## src/rtl/conv_window.sv

```systemverilog
// Sliding-window former: collects KERNEL_LEN consecutive feature vectors of a frame
// and presents them as one wide window to the conv1d MAC array.
module conv_window #(
   parameter  int BW         = 8,
   parameter  int VECTOR_LEN = 13,
   parameter  int KERNEL_LEN = 3,
   localparam int VECTOR_BW  = VECTOR_LEN * BW,
   localparam int WINDOW_BW  = KERNEL_LEN * VECTOR_BW,
   localparam int CNT_BW     = $clog2(KERNEL_LEN) + 1
) (
   input  logic                        clk_i,
   input  logic                        rst_n_i,
   input  logic signed [VECTOR_BW-1:0] data_i,
   input  logic                        valid_i,
   input  logic                        last_i,
   output logic                        ready_o,
   output logic signed [WINDOW_BW-1:0] data_o,
   output logic                        valid_o,
   output logic                        last_o,
   input  logic                        ready_i
);

   typedef enum logic {
      FILL = 1'b0,
      RUN  = 1'b1
   } state_t;

   localparam logic [CNT_BW-1:0] CNT_FULL = CNT_BW'(KERNEL_LEN - 1);
   localparam logic [CNT_BW-1:0] CNT_MAX  = CNT_BW'(KERNEL_LEN);

   state_t                 state_q;
   logic [CNT_BW-1:0]      cnt_q;
   logic [CNT_BW-1:0]      cnt_d;
   logic [WINDOW_BW-1:0]   win_q;
   logic [WINDOW_BW-1:0]   win_d;
   logic [WINDOW_BW-1:0]   data_q;
   logic                   valid_q;
   logic                   last_q;
   logic                   acc;
   logic                   xfer;

   // The single output register is the only buffer, so input stalls whenever it is held.
   assign ready_o = !valid_q | ready_i;
   assign acc     = valid_i & ready_o;
   assign xfer    = valid_q & ready_i;

   // Newest vector enters the MSB slot; the oldest falls out of the LSB slot.
   assign win_d = {data_i, win_q[WINDOW_BW-1:VECTOR_BW]};
   assign cnt_d = (cnt_q == CNT_MAX) ? cnt_q : CNT_BW'(cnt_q + CNT_BW'(1));

   assign data_o  = data_q;
   assign valid_o = valid_q;
   assign last_o  = last_q;

   always_ff @(posedge clk_i) begin
      if (!rst_n_i) begin
         state_q <= FILL;
         cnt_q   <= '0;
         win_q   <= '0;
         data_q  <= '0;
         valid_q <= 1'b0;
         last_q  <= 1'b0;
      end else begin
         if (acc) begin
            win_q <= win_d;
         end
         case (state_q)
            FILL: begin
               if (acc) begin
                  if (last_i) begin
                     cnt_q   <= '0;
                     state_q <= FILL;
                  end else begin
                     cnt_q   <= cnt_d;
                     state_q <= (cnt_d >= CNT_FULL) ? RUN : FILL;
                  end
               end
               if (xfer) begin
                  valid_q <= 1'b0;
                  last_q  <= 1'b0;
               end
            end
            RUN: begin
               if (acc) begin
                  // Emit replaces any window leaving this cycle, giving one window per cycle.
                  valid_q <= 1'b1;
                  data_q  <= win_d;
                  last_q  <= last_i;
                  if (last_i) begin
                     cnt_q   <= '0;
                     state_q <= FILL;
                  end else begin
                     cnt_q   <= cnt_d;
                     state_q <= RUN;
                  end
               end else if (xfer) begin
                  valid_q <= 1'b0;
                  last_q  <= 1'b0;
               end
            end
            default: begin
               state_q <= FILL;
               cnt_q   <= '0;
               valid_q <= 1'b0;
               last_q  <= 1'b0;
            end
         endcase
      end
   end

endmodule
```

## config.mk

```make
export PLATFORM = sky130hd
export DESIGN_NAME = conv_window
export DESIGN_NICKNAME = d
export VERILOG_FILES = /design/src/rtl/conv_window.sv
export SDC_FILE = /design/constraint.sdc
export NUM_CORES = 1
export LEC_CHECK = 0
export ABC_AREA = 1
export BUFFER_PORTS_ARGS = -buffer_cell sky130_fd_sc_hd__clkbuf_2
export CORE_MARGIN = 2
export CORE_UTILIZATION = 25
export DETAILED_ROUTE_END_ITERATION = 8
export GPL_TIMING_DRIVEN = 0
export PLACE_DENSITY = 0.42
export SETUP_SLACK_MARGIN = 0.15
export SLEW_MARGIN = 10
export SYNTH_ARGS = -nofsm -noshare
export SYNTH_HDL_FRONTEND = slang
export SYNTH_SLANG_ARGS = --single-unit
```

## constraint.sdc

```tcl
create_clock -name clk_i -period 1.44 [get_ports clk_i]
set_input_delay 0.072 -clock clk_i [delete_from_list [all_inputs] [get_ports clk_i]]
set_output_delay 0.072 -clock clk_i [all_outputs]
set_load 0.005 [all_outputs]
```

=== Word-level counts from Yosys, hierarchy flattened ===
Cells that the tools add are included.

* Output and inout port bits: 315
* Register bits: 630
* Input port bits: 109

* Reductions and logical operators: 2
* Mux-type cells: 15
* Order comparisons: 1
* Equality and inequality tests: 1
* Add/subtract/negate cells: 1
* Bitwise operators: 4

{| class="wikitable"
|+ Operator list
! operator !! count
|-
| 1-bit 2-to-1 mux || 9
|-
| 3-bit 2-to-1 mux || 3
|-
| 1-bit one-hot mux with 2 select lines || 3
|-
| 3-bit by 1-bit adder with 3-bit output, second input constant || 1
|-
| 3-bit by 2-bit equality test with 1-bit output, second input constant || 1
|-
| 3-bit by 2-bit greater-or-equal comparator with 1-bit output, second input constant || 1
|-
| 1-bit bitwise AND || 2
|-
| 2-bit AND reduction || 1
|-
| 1-bit logical NOT || 1
|-
| 1-bit inverter || 1
|-
| 1-bit OR || 1
|}

=== Logic depth before layout (Yosys ltp) ===
Gate-level depths: netlist of the first run.

* Word-level depth: 7
* Mapped depth: 9
* Mapped depth without buffers: 8

=== Worst setup path after synthesis of the first run ===
No wires, ideal clock.

* Kind: register to register
* Start: register valid_q, in the netlist valid_o
* End: register data_q[251], in the netlist data_o[251]
* Cell stages (with the launch flop): 9
* Arrival: 1.146 ns
* Setup slack: 0.178 ns
* Library setup time: 0.116 ns
* Data required time: 1.324 ns
* Buffers on the path: 2
* Path through: dfxtp_1 -> nand2_2 -> nand2_4 -> nor2_8 -> inv_4 -> buf_4 -> buf_2 -> nor2_1 -> nor2_1

* Word-level cells in the longest chain between the ends: 4

{| class="wikitable"
|+ RTL lines
! item !! line !! text
|-
| start, declared || 37 || <nowiki>logic valid_q;</nowiki>
|-
| start signal, assigned || 61 || <nowiki>valid_q <= 1'b0;</nowiki>
|-
| start signal, assigned || 79 || <nowiki>valid_q <= 1'b0;</nowiki>
|-
| start signal, assigned || 86 || <nowiki>valid_q <= 1'b1;</nowiki>
|-
| 1-bit logical NOT || 43 || <nowiki>assign ready_o = !valid_q | ready_i;</nowiki>
|-
| 1-bit OR || 43 ||
|-
| named net ready_o || 16 || <nowiki>output logic ready_o,</nowiki>
|-
| 1-bit bitwise AND || 44 || <nowiki>assign acc = valid_i & ready_o;</nowiki>
|-
| 2-bit AND reduction (no source line) || n/a ||
|-
| end signal, assigned || 87 || <nowiki>data_q <= win_d;</nowiki>
|-
| end, declared || 36 || <nowiki>logic [WINDOW_BW-1:0] data_q;</nowiki>
|}

The timed path passes the listed nets, and every way through them passes these cells.
A chain may end at the register's enable or synchronous reset.

=== Worst setup path in the final report of the first run ===
* Start: register valid_q, in the netlist valid_o
* End: register data_q[69], in the netlist data_o[69]

* Word-level cells in the longest chain between the ends: 4

{| class="wikitable"
|+ RTL lines
! item !! line
|-
| 1-bit logical NOT || 43
|-
| 1-bit OR || 43
|-
| 1-bit bitwise AND || 44
|-
| 2-bit AND reduction (no source line) || n/a
|}

Every way passes these cells.

==> impl_results.md, run 1 <==
- Max-Cap Viols: 0
- Buf+Inv Stages, Crit Path: 4
- # DRC: 0
- Clk_lat worst skew: ~0.64 ns
- Gate Count Post-Synth: 2233
- Vias in the first global route: around 17000
- Seq cells post-synth: roughly 530
- DP Wirelength: 51000 µm
- Seq/Total Area, Yosys: 58.3%
- Reg-to-reg startpoint: valid_o$_SDFF_PN0_
- Gp weighted congestion: ~0.81
- Design area: 26400 µm²
- Layout net count: approximately 3000
- DRT Wirelength: approximately 70000 µm
- N_diodes: 0
- Final worst setup slack: -0.0676 ns
- Total gr overflow: 0
- Layout cells sized above 1: 26.9%
- Slew headroom: 29.3%
- Worst Tran Pin Value: 1.06 ns
- CP Capture Type: flop
- Total track usage: 18.1%
- Row cnt: 98
- Finished Layout Cells: roughly 3900
- Fmax: 663 MHz
- DP Area: 21400 µm²
- Setup Crit Path Kind: reg2reg
- Crit start category: flop
- Crit path from: valid_o$_SDFF_PN0_
- DRT Pass-1 Iters: 5
- Number of CTS-inserted buffers: 59
- H-Tree Depth: 2
- Vias per inst: around 4.4
- Hold Slack: between 0.04 and 0.05 ns
- Failing checks: negative setup slack
- I/O pin count: approximately 420
- Largest net degree at the start of global routing: 17
- Slowest stage cell, crit path: dfxtp_4
- Initial Utilization: between 20% and 30%
- Critical Path RT: a little under 2 ns
- Initial antenna violation count: 6
- Synth cell types: 23
- PD cells: 1310 nW/µm²
- CTS sink count: 526
- Wl on met1: between 30000 and 40000 µm
- Die Ht: ~270 µm
- Final Core Density: ~37%
- Synthesized area per cell: 8.09 µm²
- FILL cells: 7430
- Port bufs: 422
- Die Wd: about 270 µm
- Endpoints failing hold: 0
- Critical Path Max Stage Delay: 0.36 ns
- Placed Cells: around 3600
- WL met3: around 4700 µm
- CP Cell Sequence: nand2_4 > nand2_4 > nor2_8 > buf_12 > buf_12 > clkbuf_16 > clkbuf_16 > o21ai_1 > nor2_1
- Post-synthesis net count: between 2000 and 2500
- Mapped cell area: 18100 µm²
- Hold_sp: rst_n_i
- Die ar.: 74400 µm²
- Final slew viol count: 0
- Critical path's top delay family: buffers and inverters
- Max VDD drop: between 0.8 and 0.9 mV
- Clock root cell: clkbuf_16
- Number of DRC markers in iteration 0: slightly below 900
- Worst-path fanout max: 6
- Clock skew: ~0.026 ns
- Status: finished, violations left
- Detailed-route via count: between 15000 and 20000
- Met2 WL: approximately 34000 µm
- Power Total: approximately 35000 µW
- Top Metal Used: met5
- CTS tree: yes
- Worst Path Arrival: ~2.0 ns
- Routed len/inst: about 19 µm
- Setup violators final: roughly 90
- First-pass GRT wire length: about 100000 µm
- Core area: around 71000 µm²
- RSZ-0062 raised after global routing: true
- Yosys synthesis warning count: 0
- Hold crit path type: in2reg
- Final ANT Viol Nets: 0
- Min Tclk post-route: roughly 1.5 ns
- Lkg Pwr: roughly 0.012 µW
- CTS max path bufs: 3
- CTS clk-pin slew, worst paths: roughly 0.060 ns
- P&R area growth vs syn: 46.3%
- Tcrit/Tclk final: 105%
-- power by group --
| part | switching, µW | internal (µW) |
|---|---|---|
| registers | 430 | 15200 |
| logic | 1700 | 1300 |
| clock network | 6370 | 9530 |
| total | 8500 | 26100 |
-- registers in the layout (all words and copies together) (netlist names) --
signal	cells
data_o	312
state_q	1
last_o	1
win_q	208
cnt_q	3
valid_o	1
-- path summary, 6_finish.rpt --
path	depth (start not counted)	to	slack [ns]
worst max register to register	9	data_o[69]$_SDFFE_PN0P_	-0.07
worst max-delay path	9	data_o[69]$_SDFFE_PN0P_	-0.07
worst min-delay path	4	cnt_q[0]$_SDFFE_PN0P_	0.04
worst min register to register	2	data_o[196]$_SDFFE_PN0P_	0.46
-- cells in the mapped netlist --
cell type    n  area share, %
nor2_1     766             16
dfxtp_1    526             58
o21ai_0    332            9.2
a21oi_1    109            3.0
nand2_1     93            1.9
buf_2       89            2.5
o21ai_1     84            2.3
inv_1       72            1.5
clkbuf_1    68            1.4
a211oi_1    65            2.7
buf_4       13           0.54
nand3_1      4           0.11
inv_2        2          0.042
a21boi_0     1          0.042
a21boi_2     1          0.062
buf_1        1          0.021
buf_6        1          0.062
ha_1         1          0.069
inv_4        1          0.035
nand2_2      1          0.035
nand2_4      1          0.062
nor2_8       1           0.11
nor3_1       1          0.028
-- kinds of logic after synthesis --
family,Yosys count,synth area share (%)
adders and majority gates,1,0.0693
AOI/OAI and AO/OA,592,17.4
DFF,526,58.3
buffers and inverters,247,6.08
and+or+nand+nor,867,18.2
-- cells in the final DEF, fill, tap and decap left out, drive strengths merged, types with 2 or more instances in the layout --
master	instances
a211oi	65
a21boi	2
a21oi	109
buf	123
bufinv	7
clkbuf	584
clkinv	15
clkinvlp	3
dfxtp	526
dlygate4sd3	106
inv	77
nand2	95
nand3	4
nor2	767
o21ai	416
-- layout make-up --
cell class	instances	area, µm²	area share (%)
sequential	526	10500	39.9
multi-input combinational	1460	6830	25.9
timing repair buffer	562	3890	14.7
clock buffer	82	1700	6.45
buffer	170	1610	6.10
tap	950	1190	4.50
clock inverter	27	362	1.37
inverter	75	294	1.11
-- worst min-delay path, delay by kind of cell --
kind	cells	cell delay [ns]
buf+inv	2	0.37
simple gates	2	0.18
-- through the flow --
stage                     worst slack [ns]  setup TNS [ns]
after floorplan                      0.178               0
after global placement              -0.649         -191.30
after detailed placement            -0.695         -185.41
after CTS                          -0.0685           -5.48
after global routing                -0.102          -13.17
final                              -0.0676           -1.84
-- metal layers --
layer | track usage [%] | vias up
li1 | - | 8499
met1 | 23.0 | 7928
met2 | 30.3 | 435
met3 | 4.64 | 96
met4 | 4.87 | 8
met5 | 0 | -
-- timing repair --
action | 4_1_cts | 5_1_grt
gates resized for setup | 304 | 153
setup endpoints to repair | 528 | 527
hold buffers | 106 | 0
endpoints found under the hold margin | 214 | 0
setup buffers | 11 | 0
gates cloned | 5 | 18
pin swaps | 17 | 27
Power figures use the tool's default switching activity.
==> run 2: changes to the inputs <==
--- a/config.mk
+++ b/config.mk
@@ -12,7 +12,6 @@
 export DETAILED_ROUTE_END_ITERATION = 8
 export GPL_TIMING_DRIVEN = 0
 export PLACE_DENSITY = 0.42
-export SETUP_SLACK_MARGIN = 0.15
 export SLEW_MARGIN = 10
 export SYNTH_ARGS = -nofsm -noshare
 export SYNTH_HDL_FRONTEND = slang
==> run 2 against run 1 <==
Compared with the run above:
- the flow still finishes with violations (negative setup slack)
- critical endpoint is now data_o[61]$_SDFFE_PN0P_
- largest power group unchanged
- routed wire length rose by 0.37%
- die area unchanged
- worst setup slack improved by 0.0073 ns
==> impl_results.md, run 2 (same netlist as run 1, synthesis figures left out) <==
- Slew headroom: 32.0% (+2.8 points)
- Clk_lat worst skew: 0.63 ns (about the same)
- RSZ-0062 raised after global routing: true
- Vias in the first global route: 16700 (-0.084%)
- Final Core Density: 37.8% (+0.87 points)
- Design area: 27000 µm² (+2.3%)
- Total gr overflow: 0 (unchanged)
- Worst Tran Pin Value: 1.02 ns (-0.0416 ns)
- Routed len/inst: 18.6 µm (+0.19%)
- FILL cells: 7406 (-0.32%)
- Endpoints failing hold: 0 (unchanged)
- Most frequent cells in the layout: 709 x nor2_1, 525 x dfxtp_1, 427 x clkbuf_2
- Most common cell after layout, fill and taps aside: nor2_1
- H-Tree Depth: 2 (unchanged)
- Min Tclk post-route: 1.50 ns (-0.00735 ns)
- Gp weighted congestion: 0.805 (unchanged)
- Worst-path fanout max: 5 (-1)
- CTS max path bufs: 3 (unchanged)
- P&R area growth vs syn: 49.7%
- CP Capture Type: flop
- Status: finished, violations left
- Final slew viol count: 0 (unchanged)
- DP Wirelength: 51000 µm (unchanged)
- Worst Path Arrival: 2.02 ns (about the same)
- Clock root cell: clkbuf_16
- Max VDD drop: 0.899 mV (+1.4%)
- Layout net count: 2971 (+0.24%)
- Crit start category: flop
- Initial Utilization: 25.3% (unchanged)
- Fmax: 667 MHz (+0.49%)
- Total track usage: 18.1% (+0.034 points)
- # DRC: 0 (unchanged)
- Port bufs: 422 (unchanged)
- GR Util met2: 30.3% (about the same)
- PD cells: 1280 nW/µm² (-1.9%)
- Lkg Pwr: 0.0121 µW (+0.71%)
- CTS sink count: 526 (unchanged)
- Final ANT Viol Nets: 0 (unchanged)
- Max reg flops: 312 (unchanged)
- DP Area: 21400 µm² (unchanged)
- DRT Wirelength: 71600 µm (+0.37%)
- Number of DRC markers in iteration 0: 916 (+5.2%)
- DRT Pass-1 Iters: 7 (+2)
- Layout cells sized above 1: 30.9% (+3.9 points)
- R2R setup slack: -0.06 ns (about the same)
- GR Layer Usage met3: 4.53% (-0.11 points)
- Die Ht: 273 µm (unchanged)
- Setup violators final: 109 (+18%)
- Clock skew: 0.0258 ns (-0.000188 ns)
- N_diodes: 0 (unchanged)
- Max-Cap Viols: 0 (unchanged)
- Setup Crit Path Kind: reg2reg
- Core area: 71500 µm² (unchanged)
- CTS clk-pin slew, worst paths: 0.06 ns (about the same)
- Die Wd: 273 µm (unchanged)
- Initial antenna violation count: 6 (unchanged)
- Die ar.: 74400 µm² (unchanged)
- Final worst setup slack: -0.0603 ns (+0.00735 ns)
- Layer with the highest usage: met2
- Row cnt: 98 (unchanged)
- Detailed-route via count: 17000 (+0.35%)
- CTS tree: yes
- Failing checks: negative setup slack
- Vias per inst: 4.41 (+0.17%)
- Critical Path RT: 1.96 ns (about the same)
- Hold crit path type: in2reg
- Tcrit/Tclk final: 104% (-0.51 points)
- Number of CTS-inserted buffers: 59 (unchanged)
- GR Util met1: 23.2% (+0.20 points)
- Largest net degree at the start of global routing: 17 (unchanged)
- Pre-CTS setup slack: -0.695 ns (unchanged)
- First-pass GRT wire length: 103000 µm (about the same)
- I/O pin count: 424 (unchanged)
## run 2: critical path: stages (launching register included)
cell and delay [ns]:
dfxtp_4 0.36, nand2_4 0.05, nand2_4 0.10, nor2_8 0.04, buf_12 0.15, buf_12 0.15, buf_16 0.15, clkbuf_16 0.17
o21ai_0 0.14, nor2_1 0.05
## run 2: per-layer routing
metal  share of wire [%]  vias to the layer above
met3                 6.1                      109
met2                  48                      393
li1                    -                     8529
met1                  44                     7987
met4                 2.6                        8
met5               0.073                        -
## run 2: where the power goes
group          total [µW]  switching, µW  internal (µW)
logic                3090           1740           1340
clock network       15900           6400           9530
registers           15700            454          15200
## run 2: final timing paths
check | cells past startpoint | end | from
max | 9 | data_o[61]$_SDFFE_PN0P_ | valid_o$_SDFF_PN0_
min | 4 | cnt_q[0]$_SDFFE_PN0P_ | rst_n_i
max reg2reg | 9 | data_o[61]$_SDFFE_PN0P_ | valid_o$_SDFF_PN0_
min reg2reg | 2 | data_o[196]$_SDFFE_PN0P_ | data_o[196]$_SDFFE_PN0P_
## run 2: per-stage QoR
stage | power [µW] | cells | TNS (ns) | hold slack [ns]
global placement | 18300 | 3605 | -191.30 | 0.324
detailed placement | 18300 | 3605 | -185.41 | 0.325
finish | 34700 | 3859 | -1.75 | 0.0462
CTS | 34800 | 3836 | -8.08 | 0.0241
floorplan | 17100 | 2233 | 0 | 0.207
global route | 36200 | 3859 | -14.02 | 0.0798
## run 2: what timing repair did
item | CTS | global route
endpoints found under the setup margin | 525 | 459
hold endpoints to repair | 214 | 0
hold buffers | 106 | 0
setup buffers | 13 | 2
gates resized for setup | 353 | 316
pin swaps | 16 | 48
gates cloned | 5 | 23
## run 2: layout make-up
| class | instances | area [µm²] | area share (%) |
|---|---|---|---|
| Buffer | 168 | 1650 | 6.09 |
| Clock buffer | 82 | 1700 | 6.30 |
| Clock inverter | 27 | 362 | 1.34 |
| Inverter | 75 | 294 | 1.09 |
| Multi-Input combinational cell | 1460 | 7240 | 26.8 |
| Sequential cell | 526 | 10500 | 39.0 |
| Tap cell | 950 | 1190 | 4.40 |
| Timing Repair Buffer | 571 | 4070 | 15.0 |
